$ cat config.mk
export PLATFORM = sky130hd
export DESIGN_NAME = upper_pc_table
export DESIGN_NICKNAME = d
export VERILOG_FILES = /design/src/rtl/upper_pc_table.sv
export SDC_FILE = /design/constraint.sdc
export NUM_CORES = 1
export LEC_CHECK = 0
export BUFFER_PORTS_ARGS = -buffer_cell sky130_fd_sc_hd__buf_2
export CELL_PAD_IN_SITES_DETAIL_PLACEMENT = 1
export CELL_PAD_IN_SITES_GLOBAL_PLACEMENT = 1
export CORE_MARGIN = 10
export CORE_UTILIZATION = 46
export DETAILED_ROUTE_END_ITERATION = 12
export MAX_ROUTING_LAYER = met4
export PLACE_DENSITY = 0.87
export SLEW_MARGIN = 20
export SYNTH_ARGS = -nofsm -noshare
export SYNTH_HDL_FRONTEND = slang
export SYNTH_SLANG_ARGS = --single-unit
$ cat constraint.sdc
create_clock -name CLK -period 7 [get_ports CLK]
set_clock_uncertainty 0.15 [all_clocks]
set_input_delay 1.4 -clock CLK [delete_from_list [all_inputs] [get_ports CLK]]
set_output_delay 1.4 -clock CLK [all_outputs]
set_load 0.02 [all_outputs]
$ cat src/rtl/upper_pc_table.sv
// upper_pc_table: fully associative store of upper-PC fields shared by BTB entries, with tree-PLRU replacement.
// Ports:
//   CLK, RST                        clock and asynchronous active-high reset
//   read_valid, read_index          lookup of a stored upper PC by index (prediction path)
//   read_upper_PC, read_resp_valid  registered lookup result, one cycle later
//   write_valid, write_upper_PC     locate-or-insert request (BTB update path)
//   write_index, write_hit,
//   write_resp_valid                registered slot now holding the value and whether it was already present
module upper_pc_table #(
    parameter int UPPER_PC_TABLE_ENTRIES = 8,
    parameter int UPPER_PC_WIDTH = 21
) (
    input  logic                                      CLK,
    input  logic                                      RST,
    input  logic                                      read_valid,
    input  logic [$clog2(UPPER_PC_TABLE_ENTRIES)-1:0] read_index,
    output logic [UPPER_PC_WIDTH-1:0]                 read_upper_PC,
    output logic                                      read_resp_valid,
    input  logic                                      write_valid,
    input  logic [UPPER_PC_WIDTH-1:0]                 write_upper_PC,
    output logic [$clog2(UPPER_PC_TABLE_ENTRIES)-1:0] write_index,
    output logic                                      write_hit,
    output logic                                      write_resp_valid
);
    localparam int N = UPPER_PC_TABLE_ENTRIES;
    localparam int IW = $clog2(N);
    logic [N-1:0]              valid_q;
    logic [UPPER_PC_WIDTH-1:0] tag_q [N];
    logic [N-2:0]              plru_q, plru_d;
    logic [UPPER_PC_WIDTH-1:0] rdata_q;
    logic                      rvalid_q, wvalid_q, whit_q;
    logic [IW-1:0]             widx_q;
    logic                      hit;
    logic [IW-1:0]             hit_idx, free_idx, plru_vic, widx, node;
    // Heap-ordered tree: children of node n are 2n+1 (lower half) and 2n+2 (upper half).
    // Each node on the path of i is pointed at the sibling subtree.
    function automatic logic [N-2:0] touch(input logic [N-2:0] p, input logic [IW-1:0] i);
        logic [N-2:0] t;
        logic [IW-1:0] n;
        t = p;
        n = '0;
        for (int l = 0; l < IW; l++) begin
            t[n] = ~i[IW-1-l];
            n = {n[IW-2:0], 1'b0} + IW'(1) + IW'(i[IW-1-l]);
        end
        return t;
    endfunction
    always_comb begin
        hit = 1'b0;
        hit_idx = '0;
        free_idx = '0;
        // Descending scan so the lowest-index invalid slot is the one left in free_idx.
        for (int e = N - 1; e >= 0; e--) begin
            if (valid_q[e] && tag_q[e] == write_upper_PC) begin
                hit = 1'b1;
                hit_idx = IW'(e);
            end
            if (!valid_q[e]) free_idx = IW'(e);
        end
        node = '0;
        plru_vic = '0;
        for (int l = 0; l < IW; l++) begin
            plru_vic[IW-1-l] = plru_q[node];
            node = {node[IW-2:0], 1'b0} + IW'(1) + IW'(plru_q[node]);
        end
        widx = hit ? hit_idx : (&valid_q ? plru_vic : free_idx);
        // Read touch first so the write touch wins on shared nodes; victim uses pre-touch state.
        plru_d = plru_q;
        if (read_valid) plru_d = touch(plru_d, read_index);
        if (write_valid) plru_d = touch(plru_d, widx);
    end
    always_ff @(posedge CLK or posedge RST) begin
        if (RST) begin
            valid_q <= '0;
            for (int e = 0; e < N; e++) tag_q[e] <= '0;
            plru_q <= '0;
            rdata_q <= '0;
            rvalid_q <= 1'b0;
            wvalid_q <= 1'b0;
            whit_q <= 1'b0;
            widx_q <= '0;
        end else begin
            plru_q <= plru_d;
            rvalid_q <= read_valid;
            wvalid_q <= write_valid;
            if (read_valid) rdata_q <= tag_q[read_index];
            if (write_valid) begin
                widx_q <= widx;
                whit_q <= hit;
                if (!hit) begin
                    valid_q[widx] <= 1'b1;
                    tag_q[widx] <= write_upper_PC;
                end
            end
        end
    end
    assign read_upper_PC = rdata_q;
    assign read_resp_valid = rvalid_q;
    assign write_index = widx_q;
    assign write_hit = whit_q;
    assign write_resp_valid = wvalid_q;
endmodule

* Word level (Yosys, flattened, before mapping)
Index checks and enable logic that the tools add are counted.
** Operators by class
- Add/subtract/negate cells :: 9
- Magnitude comparators :: 15
- Equal/unequal tests :: 8
- Muxes and demuxes :: 52
- Bitwise operators :: 10
- Reduce and logical (&&, ||, !) cells :: 17
** Operator list (number)
- bitwise mux 168 bit :: 1
- equality test 21 bit :: 8
- binary-select mux 21 bit (select 3 bit) :: 1
- demux 21 bit (select 3 bit) :: 1
- 2-to-1 mux 21 bit :: 3
- 2-to-1 mux 3 bit :: 18
- bitwise mux 7 bit :: 4
- less-than comparator 3 x 4 -> 1 bit (second input constant) :: 4
- demux 1 bit (select 3 bit) :: 5
- 2-to-1 mux 1 bit :: 15
- logical AND 1 bit :: 14
- 2-to-1 mux 7 bit :: 2
- less-than comparator 2 x 4 -> 1 bit (second input constant) :: 3
- adder 3 x 1 -> 3 bit :: 3
- adder 3 x 1 -> 3 bit (second input constant) :: 3
- greater-or-equal comparator 3 x 1 -> 1 bit (second input constant) :: 3
- greater-or-equal comparator 4 bit (second input constant) :: 2
- NOT 3 -> 4 bit :: 2
- bitwise OR 8 bit :: 1
- AND reduction 8 bit :: 1
- NOT 1 bit :: 7
- adder 1 x 1 -> 2 bit (first input constant) :: 3
- binary-select mux 1 bit (select 3 bit) :: 2
- greater-or-equal comparator 2 x 1 -> 1 bit (second input constant) :: 2
- 3 further kinds :: 3
** Word-level totals
- Register bits :: 210
- Input port bits :: 28
- Output and inout port bits :: 27

* Longest topological paths before layout
- Depth in word-level cells :: 20
- Mapped depth :: 15

* Worst setup path before layout
Ideal clock, no wire load.
- Kind :: input port to flip-flop
- From :: input port write_upper_PC[8]
- To :: register tag_q[24] in the netlist's numbering
- Arrival time :: 4.285 ns
- Setup slack :: 2.441 ns
- Cell stages on the path :: 15
- Path through :: buf_2 buf_4 xnor2_1 nand4_1 nor4_1 nand4_1 and4_1 o21ai_0 inv_1 ha_1 nand2_1 nor3_1 a21bo_2 buf_4 mux2_2
** Between the ends
- Longest elaborated chain between the ends :: 17
- Elaborated cells on any way between the ends :: 42
- Classes of those cells :: order compare (2); eq/ne (8); mux (20); bitwise (2); reduce/logical (10)
** Ends and longest elaborated chain
- start, declared :: RTL line 20 : input logic [UPPER_PC_WIDTH-1:0] write_upper_PC,
- equality test 21 bit :: RTL line 54 : if (valid_q[e] && tag_q[e] == write_upper_PC) begin
- logical AND 1 bit :: RTL line 54
- 2-to-1 mux 3 bit or 2-to-1 mux 1 bit (tied branches) (8 in series) :: RTL line 54
- 2-to-1 mux 3 bit (*) :: RTL line 66 : widx = hit ? hit_idx : (&valid_q ? plru_vic : free_idx);
- named net widx[2] :: RTL line 34 : logic [IW-1:0] hit_idx, free_idx, plru_vic, widx, node;
- NOT 3 -> 4 bit (not written as such) (*) :: RTL line 92 : tag_q[widx] <= write_upper_PC;
- greater-or-equal comparator 4 bit (not written as such) or less-than comparator 4 x 1 -> 1 bit (tied branches) :: RTL line 92
- logical AND 1 bit (not written as such) :: RTL line 92
- 2-to-1 mux 21 bit (not written as such) :: RTL line 92
- demux 21 bit (select 3 bit) (*) :: RTL line 92
- bitwise mux 168 bit (*) :: RTL line 92
- end signal, assigned by index :: RTL line 92
- end, declared :: RTL line 28 : logic [UPPER_PC_WIDTH-1:0] tag_q [N];
Mark *: on every way through the listed nets, which the timed path passes. The rest lies on a longest branch.
A chain may end at the register's enable or synchronous reset.

* Worst setup path after layout
- From :: input port write_upper_PC[1]
- To :: register tag_q[13] in the netlist's numbering
Same word-level chain as after synthesis.

==> impl_metrics.json <==
{
  "rows": 58,
  "drc": 0,
  "tritoncts": "built",
  "slowest_stage": "nand3_1",
  "max_slew.worst_pin.slew_ns": 0.971,
  "routed_via_density": 6.23,
  "clkSinkCount": 210,
  "maxCapViolations": 0,
  "path_max_fanout": 16,
  "critPathLaunchType": "input pin",
  "crit_chain": "buf_2, xnor2_1, nand4_1, nor4_1, nand4_1, nand4b_1, o21ai_0, inv_1, ha_1, nand2_1, nor3_1, nand3_1, buf_12, mux2_2",
  "timing.rr.start": "tag_q[43]",
  "cts_buffers": 25,
  "fmax_mhz": 172,
  "fin_hold_ws_ns": 0.355,
  "cts_hold_buf": 0,
  "ctsHtreeMaxLevel": 1,
  "initial_core_util_pct": 46.5,
  "slew_headroom_pct": 35.0,
  "rsz0062_at_grt": "no",
  "p_leak_nw": 5.20,
  "clk_latency_ns": 0.54,
  "gp_congestion": 1.03,
  "multi_input_area_um2": 5920,
  "finalSetupViolCount": 0,
  "yosysWarnings": 0,
  "syn_avg_cell_area_um2": 12.4,
  "grt_max_degree": 119,
  "power.density_nw_per_um2": 543,
  "min_to": "write_index[2]",
  "cts_resized": 0,
  "num_vias": 8121,
  "root_buffer": "clkbuf_16",
  "arrival_ns": 6.07,
  "core_um2": 25100,
  "hold_depth": 1,
  "outcome": "complete, no violations",
  "drive_above_1_share_pct": 26.9,
  "dp_hpwl_um": 25600,
  "place.port_buffers": 54,
  "ir_worst_vdd_mv": 0.221,
  "period_share_pct": 82.9,
  "clk_pin_slew_worst_paths_ns": 0.06,
  "wl_um": 37200,
  "end_kind": "flop",
  "syn_inst": 941,
  "slowest_delay_ns": 0.66,
  "drt-initial-drc-count": 751,
  "fin_nets": 995,
  "drtAntennaViolNets": 0,
  "hold_path.startpoint": "write_index[2]",
  "synth_cell_type_count": 48,
  "finalHoldViolCount": 0,
  "reg2reg_to": "tag_q[13]",
  "synth_area_um2": 11700,
  "die-area_um2": 32200,
  "io_pins": 55,
  "post-cts-setup-buffers": 0,
  "cts_max_path_buffers": 3,
  "fill_cells": 2604,
  "first_pass_iters": 5,
  "path_common_cell": "nand4_1",
  "required_ns": 7.27,
  "rr_worst_depth": 13,
  "hold_class": "flop to flop",
  "grt_pass1_wl_um": 56800,
  "grt.total_usage_pct": 24.0,
  "worstSetupPathType": "input pin to flop",
  "rrSetupSlack_ns": 1.95,
  "grt_overflow_total": 0,
  "fin_crit_ns": 5.80,
  "die_height_um": 179,
  "area_growth_pct": 10.1,
  "ys_seq_area_share_pct": 45.0,
  "grt_pass1_vias": 8740,
  "slew_violations": 0,
  "setup_tns_ns": 0,
  "seq_area_um2": 5260,
  "synth_seq_cells": 210,
  "synth.net_count": 981,
  "routedWlPerCell_um": 28.6,
  "antennaDiodeCount": 0,
  "antenna_found_initial": 0,
  "chipWidth_um": 179
}
## cell usage after synthesis (all sizes together)
library cell,number,share of area [%]
or3,1,0.054
o311ai,1,0.075
nor2b,2,0.11
nor3,3,0.13
a31oi,28,1.5
and2,1,0.054
nor2,27,0.87
o31ai,1,0.064
a211oi,4,0.58
mux4,42,8.1
nor4b,1,0.075
nand4,47,2.6
nor3b,1,0.064
dfrtp,210,45
nand4b,1,0.075
o21ai,8,0.34
a211o,1,0.075
or2,4,0.21
nand2b,7,0.38
mux2,171,16
a21oi,6,0.26
nor4,20,1.2
inv,10,0.32
and4,2,0.15
xnor2,120,9.0
xor2,48,3.6
o31a,1,0.075
o211ai,3,0.19
mux2i,4,0.34
a31o,2,0.15
clkbuf,16,0.51
a22o,1,0.075
a2111o,1,0.096
buf,65,3.4
nand3,5,0.21
o22ai,2,0.11
a21bo,1,0.086
or3b,1,0.075
and3,1,0.054
ha,12,1.3
nand2,59,1.9
## worst max-delay path by stage
| stage | cells after the start | end | from |
|---|---|---|---|
| 4_1_cts | 14 | tag_q[13] | write_upper_PC[1] |
| 2_1_floorplan | 15 | tag_q[24] | write_upper_PC[8] |
| 3_3_place_gp | 13 | tag_q[24] | write_upper_PC[1] |
| 5_1_grt | 14 | tag_q[13] | write_upper_PC[1] |
| 3_5_place_dp | 14 | tag_q[9] | write_upper_PC[1] |
| 6_report | 14 | tag_q[13] | write_upper_PC[1] |
## metrics by stage
| stage | util [%] | instances | cell area (um2) | power (mW) | worst slack, ns |
|---|---|---|---|---|---|
| after CTS | 51.2 | 1303 | 12800 | 6.94 | 1.41 |
| final | 51.2 | 1303 | 12800 | 6.97 | 1.20 |
| after detailed placement | 48.0 | 1258 | 12000 | 5.60 | 0.884 |
| after global routing | 51.2 | 1303 | 12800 | 7.27 | 1.10 |
| after global placement | 48.0 | 1258 | 12000 | 5.40 | 1.20 |
| after floorplan | - | 941 | 11700 | 4.57 | 2.44 |
## layer usage
metal | global-route usage, % | share of wire, % | vias to the layer above | wire length (um)
li1 | - | - | 3402 | -
met1 | 30.3 | 41 | 4290 | 15300
met2 | 38.2 | 48 | 338 | 17900
met3 | 3.50 | 6.5 | 91 | 2420
met4 | 9.91 | 4.3 | 0 | 1620
met5 | - | 0 | - | 0
## critical path: cells and delay by family
kind,cells,cell delay (ns)
AOI/OAI and AO/OA,1,0.37
and+or+nand+nor,7,2.40
xor gates and xnor gates,1,0.42
adders and majority gates,1,0.20
buffers and inverters,3,0.98
muxes,1,0.29
## logic make-up after synthesis
family / share of synthesized area [%]
AO/OA/AOI/OAI: 3.68
adder cells (fa/ha/maj): 1.29
multiplexers: 24.9
flip-flops: 45.0
buffers and inverters: 4.24
XOR/XNOR: 12.6
AND/OR/NAND/NOR: 8.23
## area by class of cell
class / instances / share of cell area (%)
clock inverters: 8 / 0.555
clock buffers: 37 / 5.69
multi-input cells: 640 / 46.1
flip-flops and latches: 210 / 40.9
repair buffers: 68 / 3.23
inverters: 10 / 0.321
well taps: 330 / 3.21
## sequential cells by signal, indices dropped and copies added (netlist names)
signal,count
plru_q,7
read_resp_valid,1
read_upper_PC,21
tag_q,168
valid_q,8
write_hit,1
write_index,3
write_resp_valid,1
## cells in the final DEF (no fill, tap or decap), types with 28 or more instances in the layout
master     n
nand2_1   59
nand4_1   46
mux2_1    72
xnor2_1  120
dfrtp_1  210
buf_2     53
mux4_2    42
mux2_2    99
xor2_1    48
a31oi_1   28
## power by group
| part | total, mW | internal (mW) | switching, mW |
|---|---|---|---|
| clock | 1.29 | 0.757 | 0.531 |
| combinational | 3.24 | 1.51 | 1.73 |
| sequential | 2.44 | 1.83 | 0.616 |
Power figures use the tool's default switching activity.
